==> config.mk <==
export PLATFORM = sky130hd
export DESIGN_NAME = gates_tester
export DESIGN_NICKNAME = d
export VERILOG_FILES = /design/src/rtl/gates_tester.sv
export SDC_FILE = /design/constraint.sdc
export NUM_CORES = 1
export LEC_CHECK = 0
export CELL_PAD_IN_SITES_DETAIL_PLACEMENT = 1
export CELL_PAD_IN_SITES_GLOBAL_PLACEMENT = 2
export CORE_ASPECT_RATIO = 2
export CORE_MARGIN = 3
export CORE_UTILIZATION = 31
export CTS_CLUSTER_SIZE = 16
export DETAILED_ROUTE_END_ITERATION = 6
export GPL_TIMING_DRIVEN = 0
export PLACE_DENSITY_LB_ADDON = 0.2
export SYNTH_ARGS = -nofsm -noshare
export SYNTH_HDL_FRONTEND = slang
export SYNTH_SLANG_ARGS = --single-unit
export TNS_END_PERCENT = 10
==> constraint.sdc <==
create_clock -name clk_i -period 2.9 [get_ports clk_i]
set_input_delay 0.87 -clock clk_i [delete_from_list [all_inputs] [get_ports clk_i]]
set_output_delay 0.87 -clock clk_i [all_outputs]
set_load 0.05 [all_outputs]
==> src/rtl/gates_tester.sv <==
// gates_tester: walks all (a,b,ctrl) vectors into a gate block and checks its 12 outputs; GATES_TESTER_FIRST_FAIL_EN adds first_fail_vec_o
module gates_tester #(
    parameter int SETTLE_CYCLES = 2,
    parameter int LOOPS         = 1,
    parameter int ERR_CNT_W     = 4
) (
    input  logic                 clk_i,
    input  logic                 rst_i,
    input  logic                 start_i,
    input  logic [11:0]          obs_i,
    output logic                 a_o,
    output logic                 b_o,
    output logic                 ctrl_o,
    output logic                 busy_o,
    output logic                 done_o,
    output logic                 pass_o,
    output logic [ERR_CNT_W-1:0] err_cnt_o,
    output logic [11:0]          fail_mask_o
`ifdef GATES_TESTER_FIRST_FAIL_EN
    ,
    output logic [3:0]           first_fail_vec_o
`endif
);
    typedef enum logic [1:0] {IDLE, SETTLE, SAMPLE, DONE} state_t;
    state_t                 state_q;
    logic [2:0]             vec_q;
    logic [7:0]             loop_q;
    logic [3:0]             cnt_q;
    logic                   busy_q, done_q, pass_q;
    logic [ERR_CNT_W-1:0]   err_q, err_d;
    logic [11:0]            mask_q, exp_v, en, mm;
    logic                   a, b, c;
`ifdef GATES_TESTER_FIRST_FAIL_EN
    logic [3:0]             ff_q;
    assign first_fail_vec_o = ff_q;
`endif
    assign {a, b, c} = vec_q;
    assign {a_o, b_o, ctrl_o} = vec_q;
    assign busy_o = busy_q;
    assign done_o = done_q;
    assign pass_o = pass_q;
    assign err_cnt_o = err_q;
    assign fail_mask_o = mask_q;
    always_comb begin
        exp_v = {~a, a, ~a, a, a, ~a, ~(a ^ b), ~(a | b), ~(a & b), a ^ b, a | b, a & b};
        en = {c, c, ~c, ~c, 8'hFF};
        mm = '0;
        for (int k = 0; k < 12; k++) mm[k] = en[k] && (obs_i[k] !== exp_v[k]);
        err_d = (|mm && err_q != '1) ? err_q + 1'b1 : err_q;
    end
    always_ff @(posedge clk_i) begin
        if (rst_i) begin
            state_q <= IDLE;
            vec_q   <= '0;
            loop_q  <= '0;
            cnt_q   <= '0;
            busy_q  <= 1'b0;
            done_q  <= 1'b0;
            pass_q  <= 1'b0;
            err_q   <= '0;
            mask_q  <= '0;
`ifdef GATES_TESTER_FIRST_FAIL_EN
            ff_q    <= '0;
`endif
        end else begin
            done_q <= 1'b0;
            case (state_q)
                IDLE: if (start_i) begin
                    vec_q   <= '0;
                    loop_q  <= '0;
                    cnt_q   <= '0;
                    err_q   <= '0;
                    mask_q  <= '0;
                    pass_q  <= 1'b0;
                    busy_q  <= 1'b1;
                    state_q <= SETTLE;
`ifdef GATES_TESTER_FIRST_FAIL_EN
                    ff_q    <= '0;
`endif
                end
                SETTLE: begin
                    cnt_q   <= (cnt_q == 4'(SETTLE_CYCLES - 1)) ? 4'd0 : cnt_q + 4'd1;
                    state_q <= (cnt_q == 4'(SETTLE_CYCLES - 1)) ? SAMPLE : SETTLE;
                end
                SAMPLE: begin
                    err_q  <= err_d;
                    mask_q <= mask_q | mm;
`ifdef GATES_TESTER_FIRST_FAIL_EN
                    if (|mm && !ff_q[3]) ff_q <= {1'b1, vec_q};
`endif
                    if (vec_q == 3'd7 && loop_q == 8'(LOOPS - 1)) begin
                        state_q <= DONE;
                        done_q  <= 1'b1;
                        busy_q  <= 1'b0;
                        pass_q  <= (err_d == '0);
                    end else begin
                        vec_q   <= vec_q + 3'd1;
                        loop_q  <= loop_q + 8'(vec_q == 3'd7);
                        state_q <= SETTLE;
                    end
                end
                DONE: state_q <= IDLE;
            endcase
        end
    end
endmodule

Word level (Yosys, flattened, before mapping)
Cells that the tools add are included.
Word-level totals
  register bits after elaboration: 36
  latch bits: 0
  ROM bits: 0
  memories: 0
  output and inout port bits: 22
  memory bits (writable): 0
Operators by class
  order comparisons: 0
  multipliers: 0
  div/mod/pow operators: 0
  bitwise logic cells: 10
  reductions and logical operators: 17
  muxes and demuxes: 24
  shift operators: 0
  equality and inequality tests: 21
  add/sub/neg operators: 4
Operator list (number)
  case mux 12 bit (2 select lines): 1
  2-to-1 mux 8 bit: 2
  case mux 4 bit (2 select lines): 2
  case mux 8 bit (2 select lines): 1
  2-to-1 mux 12 bit: 1
  2-to-1 mux 4 bit: 3
  case inequality test 1 bit: 12
  bitwise OR 12 bit: 1
  OR reduction 12 bit: 1
  adder 4 x 1 -> 4 bit, second input constant: 2
  adder 8 x 1 -> 8 bit: 1
  logical NOT 8 bit: 1
  case mux 2 bit (4 select lines): 1
  logical AND 1 bit: 6
  2-to-1 mux 2 bit: 3
  2-to-1 mux 3 bit: 2
  != test 2 bit, second input constant: 3
  inverter 1 bit: 6
  case mux 3 bit (2 select lines): 1
  AND reduction 3 bit: 2
  2-to-1 mux 1 bit: 5
  == test 2 bit, second input constant: 2
  == test 4 x 1 -> 1 bit, second input constant: 1
  logical NOT 4 bit: 1
  12 further kinds: 15

Longest topological paths before layout
  depth after elaboration: 9
  mapped depth: 8

Worst setup path before layout
OpenSTA, ideal clock, no wires.
  kind: flip-flop to flip-flop
  from: reg vec_q[2]
  to: reg err_q[3] (netlist: err_cnt_o[3])
  data required time: 2809 ps
  arrival: 2368 ps
  slack: 441 ps
  library setup time: 91 ps
  stages on the path, launching flop included: 9
  path buffers: 1
  clock period less this slack: 2459 ps
  cell sequence: dfxtp_1 -> buf_6 -> inv_2 -> ha_1 -> and3b_1 -> o22ai_1 -> o31a_1 -> a21oi_1 -> a311oi_1
On the way
  cells in the longest elaborated chain, start to end: 7
  elaborated cells on any way between the ends: 27
  classes of those cells: eq/ne (12); mux (2); bitwise (7); reduce/logical (6)
RTL lines
  from (decl): RTL line 26  | logic [2:0] vec_q;
  from (signal assigned): RTL line 97  | vec_q <= vec_q + 3'd1;
  bitwise AND 1 bit, or another cell as far along: RTL line 45  | exp_v = {~a, a, ~a, a, a, ~a, ~(a ^ b), ~(a | b), ~(a & b), a ^ b, a | b, a & b};
  inverter 1 bit / case inequality test 1 bit (equally long branches): RTL line 45, 48
  case inequality test 1 bit / logical AND 1 bit (equally long branches): RTL line 48  | for (int k = 0; k < 12; k++) mm[k] = en[k] && (obs_i[k] !== exp_v[k]);
  OR reduction 12 bit *: RTL line 49  | err_d = (|mm && err_q != '1) ? err_q + 1'b1 : err_q;
  logical AND 1 bit *: RTL line 49
  2-to-1 mux 4 bit *: RTL line 49
  case mux 4 bit (2 select lines) *: RTL line 67  | case (state_q)
  to (signal assigned): RTL line 86  | err_q <= err_d;
  to (decl): RTL line 30  | logic [ERR_CNT_W-1:0] err_q, err_d;
Every way passes the cells marked *; elsewhere a longest branch is shown, timed or not.
A chain may end at the register's enable or synchronous reset.

Worst setup path in the final report
  from: in obs_i[8]
  to: reg err_q[2] (netlist: err_cnt_o[2])
On the way
  cells in the longest elaborated chain, start to end: 6
RTL lines
  from (decl): RTL line 10  | input logic [11:0] obs_i,
  case inequality test 1 bit: RTL line 48
  logical AND 1 bit: RTL line 48
  OR reduction 12 bit: RTL line 49
  logical AND 1 bit: RTL line 49
  2-to-1 mux 4 bit: RTL line 49
  case mux 4 bit (2 select lines): RTL line 67
No other way between the ends.

==> flow_summary.ini <==
[status]
outcome = completed

[drt]
detail_route.drc_violations = 0
routed_via_density = 5.39
routedWlPerCell_um = 16.5
detail_route.first_pass.iterations = 4
routed_wirelength_mm = 5.23
ant_nets = 0
dr_total_vias = 1702
initial_detailed_routing_violation_count = 35

[timing]
final_critical_path_time_including_i_o_delays_and_setup_ps = 2650
fin_worst_skew_ps = 5.74
setup_viol_count_final = 0
worst_hold_slack_ps = 453
timing.fmax_mhz = 377
worstMarginPinSlew_ps = 677
fin_crit_sh_pct = 91.4
maxSlewHeadroom_pct = 54.3
hold_viol = 0
setup_tns_ps = 0
final_max_slew_viol_count = 0
grt_setup_unrepaired = false

[setup_path]
crit_path_start_kind = input pin
worstRegToRegCells = 8
cp-startpoint = obs_i[8]
r2r-end = err_cnt_o[1]
setup_crit_end = err_cnt_o[2]
r2r-start = vec_q[2]
worstPathRequired_ps = 3120
worst_setup_path_end_kind = flip-flop
worst-setup-path-type = in2reg
timing.reg2reg.setup_slack_ps = 400
timing.critical_path.arrival_ps = 2870
path_max_fanout = 6

[grt]
combined_global_route_utilization_of_all_metal_layers_pct = 16.4
grt_pass1_wl_mm = 8.51
overflow_left_after_global_routing = 0
antenna_violations_before_repair = 0
maximum_number_of_pins_on_one_net_before_global_route_repair = 13
vias_in_the_first_global_route = 1812

[cells_and_area]
final_cell_mix = dfxtp_1 (36), clkdlybuf4s50_1 (36), nor2_1 (31)
number_of_inserted_filler_cells_in_the_final_layout = 686
insertedDiodeCount = 0
post_route_cells_drive_above_1_share_pct = 6.27
flow.area_growth_from_synthesis_pct = 34.8
final_stage_net_count = 278

[synthesis]
post_synth.cell_area_avg_um2 = 8.89
ys_seq_elements = 36
synthCells = 211
synth-seq-area-share_pct = 38.4
synth.net_count = 235
yosys_warnings = 0
mappedNetlistArea_um2 = 1880
yosys.cell_types.count = 44

[clocking]
htree_num_levels = 2
cts_hold_buf = 0
cts_made_buffers = 5
tritoncts = done
clock_tree_root_buffer_cell = clkbuf_16
clock_path_buffers = 2
clkTransAtPathRegs_ps = 50
clock_insertion_delay_worst_skew_ps = 280
clock-sinks = 36
post_cts_buffers = 0
cts_resized = 0

[power]
combPwrFrac_pct = 9.3
power_density_normalized_to_cell_area_nw_per_um2 = 569
switching_share_pct = 20.8
leakage_nw = 0.948
power_frac_clock_pct = 55.0
switchingPower_w = 0.000299
cellInternalPower_w = 0.00114
largest_vdd_supply_drop_v = 0.000283
power_frac_seq_pct = 35.8

[floorplanning]
die-area_um2 = 7080
start_util_pct = 32.3
die_boundary_height_um = 116
i_o_pin_count = 37
row_count = 39
die_w_um = 61
core_area_um2 = 5810

[placed_design]
place.detailed.hpwl_mm = 4.05
gp_congestion = 0.803
buffer_ports.inserted = 36

[job]
max_cap_viol_count = 0

[min_path]
worst_hold_path_type = reg2reg
[flip-flops by register name, indices dropped and copies added, names as in the netlist]
name         count
fail_mask_o     12
loop_q           8
cnt_q            4
err_cnt_o        4
vec_q            3
state_q          2
busy_o           1
done_o           1
pass_o           1
[cells by family (layout without fill, tap and decap cells)]
kind of cell	count (synthesis)	in the layout	synth area share (%)
xor+xnor	19	19	8.87
mux	3	3	2.27
buf+inv	13	57	3.07
compound gates	44	44	16.9
fa+ha+maj	9	9	6.00
simple gates	87	87	24.5
flops	36	36	38.4
[synthesized netlist by cell type, drive strengths merged]
cell type | n | area [um^2]
a211oi | 1 | 7.51
a21oi | 13 | 65.1
a22oi | 10 | 75.1
a311oi | 2 | 17.5
a32oi | 2 | 17.5
a41o | 1 | 10.0
a41oi | 1 | 8.76
and3 | 3 | 18.8
and3b | 4 | 35.0
and4 | 1 | 8.76
buf | 2 | 16.3
clkbuf | 7 | 26.3
dfxtp | 36 | 721
ha | 9 | 113
inv | 4 | 15.0
mux2i | 2 | 20.0
mux4 | 1 | 22.5
nand2 | 11 | 41.3
nand2b | 4 | 25.0
nand3 | 8 | 40.0
nand3b | 2 | 15.0
nand4 | 2 | 12.5
nand4b | 1 | 8.76
nor2 | 31 | 116
nor2b | 5 | 31.3
nor3 | 3 | 15.0
nor3b | 7 | 52.6
nor4 | 1 | 6.26
nor4b | 1 | 8.76
o21ai | 1 | 5.00
o21ba | 1 | 10.0
o21bai | 1 | 7.51
o22ai | 3 | 25.0
o311a | 1 | 11.3
o311ai | 2 | 17.5
o31a | 1 | 8.76
o31ai | 4 | 30.0
or2b | 2 | 15.0
or3b | 1 | 8.76
xnor2 | 9 | 78.8
xor2 | 10 | 87.6
[stage by stage]
| step | setup WS (ps) | power [W] | area (um^2) | cells | util [%] |
|---|---|---|---|---|---|
| after floorplan | 441 | 0.000600 | 1880 | 211 | - |
| after global placement | -4.78 | 0.000658 | 2310 | 308 | 39.8 |
| after detailed placement | -33.9 | 0.000659 | 2310 | 308 | 39.8 |
| after CTS | 263 | 0.00146 | 2530 | 316 | 43.5 |
| after global routing | 193 | 0.00149 | 2530 | 316 | 43.5 |
| final | 249 | 0.00144 | 2530 | 316 | 43.5 |
[per-layer routing]
layer,vias up,track usage (%),wire length [um]
met3,10,4.46,168
met4,0,8.10,138
li1,845,-,-
met2,37,30.2,2940
met5,-,0,0
met1,810,15.8,1990
[worst min-delay path by stage]
stage,from,to,slack [ps],depth (start not counted)
floorplan,cnt_q[3],cnt_q[3],450,1
global placement,busy_o,busy_o,450,2
detailed placement,busy_o,busy_o,450,2
CTS,busy_o,busy_o,460,2
global route,busy_o,busy_o,480,2
finish,busy_o,busy_o,450,2
[critical path, cell delays in order]
cell,delay [ps]
clkdlybuf4s50_1,520
or2b_1,250
mux4_2,530
o31a_1,360
a41o_1,270
nor2_1,80
[power groups by stage]
stage	Sequential (W)	Clock, W	Combinational [W]
5_1_grt	0.000516	0.000829	0.000145
6_report	0.000514	0.000790	0.000133
3_5_place_dp	0.000524	0	0.000135
2_1_floorplan	0.000536	0	0.0000641
4_1_cts	0.000514	0.000807	0.000136
3_3_place_gp	0.000524	0	0.000134
[final cells by class]
type,count,area (um^2),area share (%)
multi-input cells,162,1100,43.4
flip-flops and latches,36,721,28.5
repair buffers,36,360,14.3
clock buffers,5,125,4.95
clock inverters,3,90.1,3.56
well taps,61,76.3,3.02
plain buffers,9,42.5,1.68
inverters,4,15.0,0.594
Note: power is estimated with default switching activity, not from simulation.
